--- src/rtl/noc_input_port_xy.sv ---
// NoC router input port: DEPTH-entry packet FIFO with XY route
// computed at enqueue and a one-hot output request for the head.
module noc_input_port_xy #(
  parameter int PKT_W   = 13,
  parameter int COORD_W = 2,
  parameter int DEPTH   = 4,
  parameter int CNT_W   = 16
) (
  input  logic                     clk,
  input  logic                     reset,
  input  logic [COORD_W-1:0]       my_x,
  input  logic [COORD_W-1:0]       my_y,
  input  logic                     valid_in,
  input  logic [PKT_W-1:0]         packet_in,
  output logic                     ready_out,
  output logic                     out_valid,
  output logic [PKT_W-1:0]         out_packet,
  output logic [4:0]               out_req,
  input  logic                     out_ready,
  output logic [$clog2(DEPTH):0]   occupancy,
  output logic [CNT_W-1:0]         pkt_count
);

  localparam int AW = $clog2(DEPTH);
  localparam int OW = AW + 1;

  localparam logic [2:0] P_LOCAL = 3'd0;
  localparam logic [2:0] P_EAST  = 3'd1;
  localparam logic [2:0] P_WEST  = 3'd2;
  localparam logic [2:0] P_NORTH = 3'd3;
  localparam logic [2:0] P_SOUTH = 3'd4;

  logic [PKT_W-1:0]   r_mem  [DEPTH];
  logic [2:0]         r_port [DEPTH];
  logic [AW-1:0]      r_wr_ptr;
  logic [AW-1:0]      r_rd_ptr;
  logic [OW-1:0]      r_occ;
  logic [CNT_W-1:0]   r_cnt;
  logic               r_live;

  logic [COORD_W-1:0] w_dx;
  logic [COORD_W-1:0] w_dy;
  logic               w_x_gt;
  logic               w_x_lt;
  logic               w_x_eq;
  logic               w_y_gt;
  logic               w_y_lt;
  logic [2:0]         w_route;
  logic               w_push;
  logic               w_pop;

  assign w_dx = packet_in[PKT_W-1 -: COORD_W];
  assign w_dy = packet_in[PKT_W-1-COORD_W -: COORD_W];

  assign w_x_gt = w_dx > my_x;
  assign w_x_lt = w_dx < my_x;
  assign w_x_eq = w_dx == my_x;
  assign w_y_gt = w_dy > my_y;
  assign w_y_lt = w_dy < my_y;

  // X is resolved fully before Y is considered.
  always_comb begin
    w_route = P_LOCAL;
    unique case (1'b1)
      w_x_gt:           w_route = P_EAST;
      w_x_lt:           w_route = P_WEST;
      w_x_eq && w_y_gt: w_route = P_NORTH;
      w_x_eq && w_y_lt: w_route = P_SOUTH;
      default:          w_route = P_LOCAL;
    endcase
  end

  // r_live keeps ready low until the first edge after reset release.
  assign ready_out = r_live && (r_occ != OW'(DEPTH));
  assign out_valid = (r_occ != '0);
  assign w_push    = valid_in && ready_out;
  assign w_pop     = out_valid && out_ready;

  assign out_packet = out_valid ? r_mem[r_rd_ptr] : '0;
  assign out_req    = out_valid ? (5'b00001 << r_port[r_rd_ptr]) : '0;

  assign occupancy = r_occ;
  assign pkt_count = r_cnt;

  always_ff @(posedge clk) begin
    if (w_push) begin
      r_mem[r_wr_ptr]  <= packet_in;
      r_port[r_wr_ptr] <= w_route;
    end
  end

  always_ff @(posedge clk or negedge reset) begin
    if (!reset) begin
      r_wr_ptr <= '0;
      r_rd_ptr <= '0;
      r_occ    <= '0;
      r_cnt    <= '0;
      r_live   <= 1'b0;
    end else begin
      r_live <= 1'b1;
      if (w_push) r_wr_ptr <= r_wr_ptr + 1'b1;
      if (w_pop)  r_rd_ptr <= r_rd_ptr + 1'b1;
      case ({w_push, w_pop})
        2'b10:   r_occ <= r_occ + 1'b1;
        2'b01:   r_occ <= r_occ - 1'b1;
        default: r_occ <= r_occ;
      endcase
      if (w_push && (r_cnt != '1)) r_cnt <= r_cnt + 1'b1;
    end
  end

endmodule

--- config.mk ---
export PLATFORM = sky130hd
export DESIGN_NAME = noc_input_port_xy
export DESIGN_NICKNAME = d
export VERILOG_FILES = /design/src/rtl/noc_input_port_xy.sv
export SDC_FILE = /design/constraint.sdc
export NUM_CORES = 1
export LEC_CHECK = 0
export ABC_AREA = 1
export ABC_CLOCK_PERIOD_IN_PS = 2300
export BUFFER_PORTS_ARGS = -buffer_cell sky130_fd_sc_hd__buf_4
export CAP_MARGIN = 5
export CORE_ASPECT_RATIO = 0.8
export CORE_MARGIN = 3
export CORE_UTILIZATION = 45
export CTS_BUF_LIST = sky130_fd_sc_hd__clkbuf_8 sky130_fd_sc_hd__clkbuf_16
export CTS_CLUSTER_SIZE = 25
export DETAILED_ROUTE_END_ITERATION = 7
export GPL_TIMING_DRIVEN = 0
export PLACE_DENSITY = 0.61
export SYNTH_ARGS = -nofsm -noshare
export SYNTH_HDL_FRONTEND = slang
export SYNTH_SLANG_ARGS = --single-unit
export TNS_END_PERCENT = 1
--- constraint.sdc ---
create_clock -name clk -period 2.3 [get_ports clk]
set_input_delay 0.575 -clock clk [delete_from_list [all_inputs] [get_ports clk]]
set_output_delay 0.575 -clock clk [all_outputs]
set_load 0.02 [all_outputs]
==> results.md, run 1 <==
- Required time of the critical path: 1730 ps
- Vias in the first global route: 2834
- Critical Path, Cell by Cell: nor3_4 -> clkbuf_4 -> a21oi_1 -> buf_4
- Average cell area after synthesis: 9.881 um^2
- Source of the worst register-to-register timing path: occupancy[2]$_DFFE_PN0P_
- Pwr dens: 1229 nW/um^2
- Core footprint: between 8000 and 9000 um^2
- Peak Freq: 457.4 MHz
- Post-Syn Area: 4130 um^2
- Initial core utilization: 0.4743
- Outcome: finished, final reports clean
- Growth of design area from synthesis to finish: 26.02%
- Type of the worst setup path: flop to output port
- Post-cts hold buffer count: 0
- Share of Yosys cell area claimed by the top area cell type: 0.4653
- Library cells used by synthesis: 31
- CTS tree: done
- Logic depth of the worst register-to-register path: 9
- Clock net sink count: roughly 90
- WL final: 9.051 mm
- Antenna diode count: 0
- Worst setup skew after layout: 5.551 ps
- Via/cell ratio: 4.912
- Setup violation total in the final timing report: 0
- Register Area: 2522 um^2
- Largest incremental delay on the critical path: 450 ps
- First element of the critical path: occupancy[2]$_DFFE_PN0P_
- Root buf cell: clkbuf_16
- Slew at the pin with the worst max-slew slack: 927.9 ps
- Fin. max-slew vios: 0
- Number of rows in the core area: 30
- Net Count, Synth: 450
- R2R Setup Slk: 290 ps
- Total number of vias: 3011
- Die X-Extent: 113.1 um
- Post-synthesis instance total: 418
- Layout cell share with drive strength beyond 1: 0.2495
- Tot Pwr: about 6.4 mW
- Pin count of the biggest net entering global routing: 25
- Type of element launching the critical path: flop
- Number of fill cells: about 760
- Dominant cell type by area after synthesis: edfxtp_1
- Remaining antenna violation count: 0
- Number of DRC violations after detailed-routing iteration 0: 143
- Headroom to the max-slew limit: 0.3807
- Antenna violations before repair: 0
- Max-capacitance violation count: 0
- Io pins: 60
- End of the worst register-to-register path: occupancy[2]$_DFFE_PN0P_
- Clk slew on worst S/H paths: 60 ps
- H-tree depth: 3
- Yosys reg bits: 88
- Top post-synthesis cells by area: edfxtp_1, dfrtp_1, nand2_1
- Post-route fraction of the period consumed by the critical path: 0.9505
- Number of hold violations in the final report: 0
- Asr flop ratio synth: 0.2727
- CP max FO: 10
- Number of I/O port buffers: 59
- Shortest period the worst path allows: between 2000 and 2500 ps
- Number of warnings printed during yosys synthesis: 0
- Category of the worst setup path capture point: output port
- Detailed-placement wirelength estimate: 6.303 mm
- Clock latency reported for the late side of the worst-skew pair: ~340 ps
- Iteration count of the initial detailed-routing pass: 5
- Leak Pwr: roughly 2.2 nW
- GRT Resource Usage Total: 0.1843
- Data arrival time of the critical path: between 1500 and 2000 ps
- Worst VDD drop: between 0.7 and 0.8 mV
- DR WL/cell: 14.77 um
- Number of enable-type register cells in the synthesized netlist: 64
- Max stage delay cell, worst path: dfrtp_1
- Final global-route overflow total: 0
- Area of the multi-input gates: between 1000 and 1500 um^2
- Final nets: 528
- Final Util: 0.5977
- Worst min-delay path class: input pin to async pin
- Remaining DRCs: 0
- CTS Buf Count: 9
- Die H: 91.69 um
- Leading register cell type out of synthesis: edfxtp_1
- Die Area: roughly 10000 um^2
- CTS max path bufs: 2
- First-pass GRT wire length: 14.61 mm
- Sequential element share of the synthesized area: 0.6107
- Routability Congestion: 0.8412
-- routing by layer --
layer | GRT usage | routed length, um | up-vias
li1 | - | - | 1537
met1 | 0.2688 | 4448 | 1398
met2 | 0.2737 | 4122 | 67
met3 | 0.04024 | 379 | 9
met4 | 0.06306 | 100 | 0
met5 | 0 | 0 | -
-- through the flow --
stage                     setup TNS, ps  instances  hold slack, ps  area, um^2  worst slack [ps]
after global routing             -17.91        613           141.9        5205            -17.91
after CTS                             0        609           129.1        5111            0.1811
after detailed placement         -51.63        591           496.6        4753            -16.72
after global placement           -12180        589           499.8        4713            -247.8
after floorplan                       0        418           279.4        4130             324.7
final                                 0        613           129.5        5205             113.9
-- synthesized netlist by cell type, types with 2 or more instances --
cell type  count
nand2_1       89
nor2_1        78
edfxtp_1      64
inv_1         33
o21ai_0       31
dfrtp_1       24
a21oi_1       16
nand3_1       16
ha_1          10
nand4_1        7
buf_2          5
clkbuf_1       5
xnor2_1        5
xor2_1         5
inv_2          4
nor2_4         3
o21ai_1        3
o21ai_2        3
buf_6          2
clkinv_1       2
nand2_2        2
nand3_2        2
-- state kept, by name, indices dropped and copies added, names as in the netlist --
name,count
r_live,1
occupancy,3
r_wr_ptr,2
r_port,12
r_mem,52
r_rd_ptr,2
pkt_count,16
-- final cells by class --
cell class | count | share of cell area
Sequential cell | 88 | 0.4846
Multi-Input combinational cell | 278 | 0.2736
Timing Repair Buffer | 67 | 0.09952
Clock buffer | 9 | 0.04327
Inverter | 39 | 0.03005
Tap cell | 112 | 0.02692
Buffer | 13 | 0.02668
Clock inverter | 7 | 0.01538
-- cells in the final DEF, fill, tap and decap left out, drive strengths merged --
| cell type | netlist | final |
|---|---|---|
| a21oi | 16 | 16 |
| buf | 8 | 78 |
| bufinv | 0 | 1 |
| clkbuf | 5 | 11 |
| clkinv | 2 | 4 |
| clkinvlp | 0 | 1 |
| conb | 1 | 1 |
| dfrtp | 24 | 24 |
| edfxtp | 64 | 64 |
| fa | 1 | 1 |
| ha | 10 | 10 |
| inv | 37 | 40 |
| nand2 | 92 | 92 |
| nand3 | 19 | 19 |
| nand4 | 7 | 7 |
| nor2 | 82 | 82 |
| nor3 | 2 | 2 |
| o21ai | 37 | 37 |
| o21bai | 1 | 1 |
| xnor2 | 5 | 5 |
| xor2 | 5 | 5 |
-- worst max-delay path by stage --
stage	to	slack, ps
after floorplan	out_req[4]	320
after global placement	r_mem[1][6]$_DFFE_PP_	-250
after detailed placement	out_packet[10]	-20
after CTS	out_packet[9]	0.2
after global routing	out_req[3]	-20
final	out_packet[9]	110
-- cell families after synthesis --
group | share of synthesized area
buffers and inverters | 0.05332
other | 0.0009079
AND/OR/NAND/NOR | 0.2099
XOR/XNOR | 0.02120
flip-flops | 0.6107
adder cells (fa/ha/maj) | 0.03514
AO/OA/AOI/OAI | 0.06877
-- power breakdown --
| part | switching (mW) | internal, mW |
|---|---|---|
| Sequential | 0.172 | 1.95 |
| Clock | 0.621 | 0.854 |
| Combinational | 1.66 | 1.14 |
-- worst max-delay path, delay by kind of cell, from the launching register on --
kind | cells | cell delay, ps
buffers and inverters | 2 | 450
AOI/OAI and AO/OA | 1 | 70
DFF | 1 | 450
and+or+nand+nor | 1 | 300
-- what timing repair did --
action                     CTS  global route
gates resized for setup     16            24
setup buffers                2             4
setup endpoints to repair   18            18
pin swaps                    1             5
Power figures use the tool's default switching activity.
==> run 2: changes to the inputs <==
- ABC_AREA: 1 -> unset
- PLACE_DENSITY: 0.61 -> 0.62
==> run 2 against run 1 <==
Against the previous run:
- the flow now finishes with violations (negative setup slack)
- final cell count decreased by 30%
- maximum frequency decreased by 13%
- die area decreased by 7.9%
- total power decreased by 19%
- sequential share of layout area increased by 5.8 points
- sequential power about the same
- via count decreased by 29%
- critical endpoint is now out_req[1]
- largest cell class unchanged
- highest routed layer unchanged
==> results.md, run 2 <==
- Worst min-delay path class: input pin to async pin
- CTS max path bufs: 2 (unchanged)
- Cell with the most instances after synthesis: edfxtp_1
- Most common library cell in the layout ignoring fill and taps: edfxtp_1
- Post-synthesis instance total: 241 (-42%)
- DR WL/cell: 15.56 um (+5.4%)
- Number of rows in the core area: 29 (-3.3%)
- Via/cell ratio: 4.967 (+1.1%)
- WL final: 6.674 mm (-26%)
- Antenna diode count: 0 (unchanged)
- Number of flip-flops in the largest register: 52 (unchanged)
- Outcome: complete, but fails checks
- Core footprint: 8055 um^2 (-7.5%)
- Number of I/O port buffers: 59 (unchanged)
- Max-capacitance violation count: 0 (unchanged)
- Number of fill cells: 671 (-12%)
- Final TNS setup: -2324 ps (-2324 ps)
- Number of enable-type register cells in the synthesized netlist: 64 (unchanged)
- Top library cells by usage in the layout, fill and taps aside: edfxtp_1, buf_4, dfrtp_1, mux4_2, inv_1
- Iteration count of the initial detailed-routing pass: 4 (-1)
- Clock latency reported for the late side of the worst-skew pair: 340 ps (about the same)
- Antenna violations before repair: 0 (unchanged)
- Register Area: 2524 um^2 (about the same)
- Peak Freq: 396.3 MHz (-13%)
- Post-route worst setup slack: -223.6 ps (-337.4 ps)
- Setup violation total in the final timing report: 18 (+18)
- Library cells used by synthesis: 35 (+13%)
- Post-route fraction of the period consumed by the critical path: 1.097 (+0.1467)
- Initial core utilization: 0.4699 (-0.004415)
- Clock net sink count: 88 (unchanged)
- CTS Buf Count: 9 (unchanged)
- Layout cell share with drive strength beyond 1: 0.3614 (+0.1119)
- Growth of design area from synthesis to finish: 22.78%
- Pin count of the biggest net entering global routing: 25 (unchanged)
- Type of the worst setup path: flop to output port
- Data arrival time of the critical path: 1950 ps (+340 ps)
- Remaining DRCs: 0 (unchanged)
- Violations in the final reports: negative setup slack
- Root buf cell: clkbuf_8
- Slew at the pin with the worst max-slew slack: 554.2 ps (-373.7 ps)
- Vias in the first global route: 2036 (-28%)
- CTS tree: done
- Dominant cell type by area after synthesis: edfxtp_1
- Leak Pwr: 1.839 nW (-14%)
- Die Area: 9554 um^2 (-7.9%)
- Required time of the critical path: 1730 ps (about the same)
- Share of Yosys cell area claimed by the top area cell type: 0.5078 (+0.04246)
- Die H: 88.03 um (-4.0%)
- Remaining antenna violation count: 0 (unchanged)
- Number of DRC violations after detailed-routing iteration 0: 81 (-43%)
- Asr flop ratio synth: 0.2727 (unchanged)
- Clk slew on worst S/H paths: 80 ps (+20 ps)
- Net Count, Synth: 273 (-39%)
- Worst setup skew after layout: 8.212 ps (+2.660 ps)
- CP max FO: 5 (-5)
- Leading post-synthesis cells by instance count: edfxtp_1, dfrtp_1, and2_1, mux4_2, inv_1
- H-tree depth: 3 (unchanged)
- First-pass GRT wire length: 10.56 mm (-28%)
- Shortest period the worst path allows: 2524 ps (+337.4 ps)
- Category of the worst setup path capture point: output port
- Leading register cell type out of synthesis: edfxtp_1
- Sequential element share of the synthesized area: 0.6664 (+0.05572)
- Pwr dens: 1121 nW/um^2 (-8.8%)
- Area of the multi-input gates: 1219 um^2 (-14%)
- Logic depth of the worst register-to-register path: 9 (unchanged)
- Worst VDD drop: 0.5553 mV (-22%)
- Total number of vias: 2131 (-29%)
- Average cell area after synthesis: 15.70 um^2 (+59%)
- Detailed-placement wirelength estimate: 4.663 mm (-26%)
- Yosys reg bits: 88 (unchanged)
- Headroom to the max-slew limit: 0.6298 (+0.2491)
- Die X-Extent: 108.5 um (-4.0%)
- Setup repair after global routing missed its margin: true
- Number of warnings printed during yosys synthesis: 0 (unchanged)
- Final nets: 348 (-34%)
- Post-Syn Area: 3785 um^2 (-8.4%)
- Routability Congestion: 0.8023 (-4.6%)
- Final global-route overflow total: 0 (unchanged)
- Number of hold violations in the final report: 0 (unchanged)
- GRT Resource Usage Total: 0.1487 (-0.03566)
- Post-cts hold buffer count: 0 (unchanged)
- Type of element launching the critical path: flop
- Placed cell count: 408 (-31%)
- Top post-synthesis cells by area: edfxtp_1, dfrtp_1, mux4_2
- Biggest register: r_mem
- Io pins: 60 (unchanged)
- Number of standard cells in the final layout excluding fillers: 429 (-30%)
- Fin. max-slew vios: 0 (unchanged)
-- run 2: cell types whose count changed in the layout (fill, tap and decap cells not counted), moves of 6 or more --
cell	delta
inv_1	-18
nand3_1	-7
o21ai_0	-28
nor2_1	-65
a21oi_1	-14
xnor2_1	+7
clkbuf_16	-9
mux4_2	+16
buf_4	-6
and2_1	+12
nand2_1	-75
clkbuf_8	+10
-- run 2: final cells by class --
class	count	area share
tap	108	0.02908
buffer	7	0.01104
clock buffer	10	0.02962
clock inverter	6	0.006193
timing repair buffer	64	0.1074
inverter	14	0.01131
multi-input combinational	132	0.2623
sequential	88	0.5431
-- run 2: cells by family after synthesis --
kind of cell	after synthesis	share of synthesized area
flip-flops	88	0.6664
AND/OR/NAND/NOR	73	0.1055
buffers and inverters	21	0.02380
XOR/XNOR	20	0.04628
multiplexers	19	0.1038
adder cells (fa/ha/maj)	11	0.03835
AO/OA/AOI/OAI	8	0.01487
other	1	0.0009908
-- run 2: critical path, cell delays in order (launching register included) --
cell and delay [ps]:
dfrtp_1 340, buf_6 120, mux4_2 510, or3_4 400, nor2_1 100, buf_4 150
-- run 2: metal layers --
| metal | vias to the layer above | share of wire | GRT usage |
|---|---|---|---|
| met5 | - | 0 | 0 |
| met4 | 0 | 0.0072 | 0.03440 |
| met3 | 5 | 0.059 | 0.04864 |
| met2 | 53 | 0.45 | 0.2204 |
| met1 | 1034 | 0.48 | 0.2160 |
| li1 | 1039 | - | - |
-- run 2: path summary, 6_finish.rpt --
check / from / endpoint / slack, ps
worst max register to register: occupancy[2]$_DFFE_PN0P_ / occupancy[2]$_DFFE_PN0P_ / 180
worst min register to register: pkt_count[15]$_DFFE_PN0P_ / pkt_count[15]$_DFFE_PN0P_ / 510
min in group clk: packet_in[6] / r_mem[0][6]$_DFFE_PP_ / 430
worst max-delay path: r_rd_ptr[0]$_DFFE_PN0P_ / out_req[1] / -220
worst min-delay path: reset / pkt_count[9]$_DFFE_PN0P_ / 120
max in group asynchronous: reset / occupancy[0]$_DFFE_PN0P_ / 1930
-- run 2: where the power goes --
part | switching [mW] | internal (mW)
sequential | 0.182 | 1.95
combinational | 1.11 | 1.08
clock | 0.487 | 0.407
total | 1.78 | 3.43
-- run 2: what timing repair did --
| item | in CTS | in global routing |
|---|---|---|
| hold endpoints to repair | 0 | 0 |
| gates resized for setup | 12 | 16 |
| endpoints found under the setup margin | 83 | 85 |
| buffers inserted | 3 | 2 |
| pin swaps | 1 | 2 |
-- run 2: through the flow --
stage | cell area, um^2 | setup WS, ps | total power, mW | hold slack [ps] | utilization
final | 4647 | -223.6 | 5.211 | 117.8 | 0.5769
after global routing | 4647 | -291.0 | 5.538 | 123.7 | 0.5769
after CTS | 4581 | -240.3 | 5.153 | 106.3 | 0.5687
after detailed placement | 4363 | -265.5 | 4.171 | 495.3 | 0.5416
after global placement | 4363 | -261.0 | 4.144 | 493.8 | 0.5416
after floorplan | 3785 | -25.90 | 3.426 | 279.4 | -
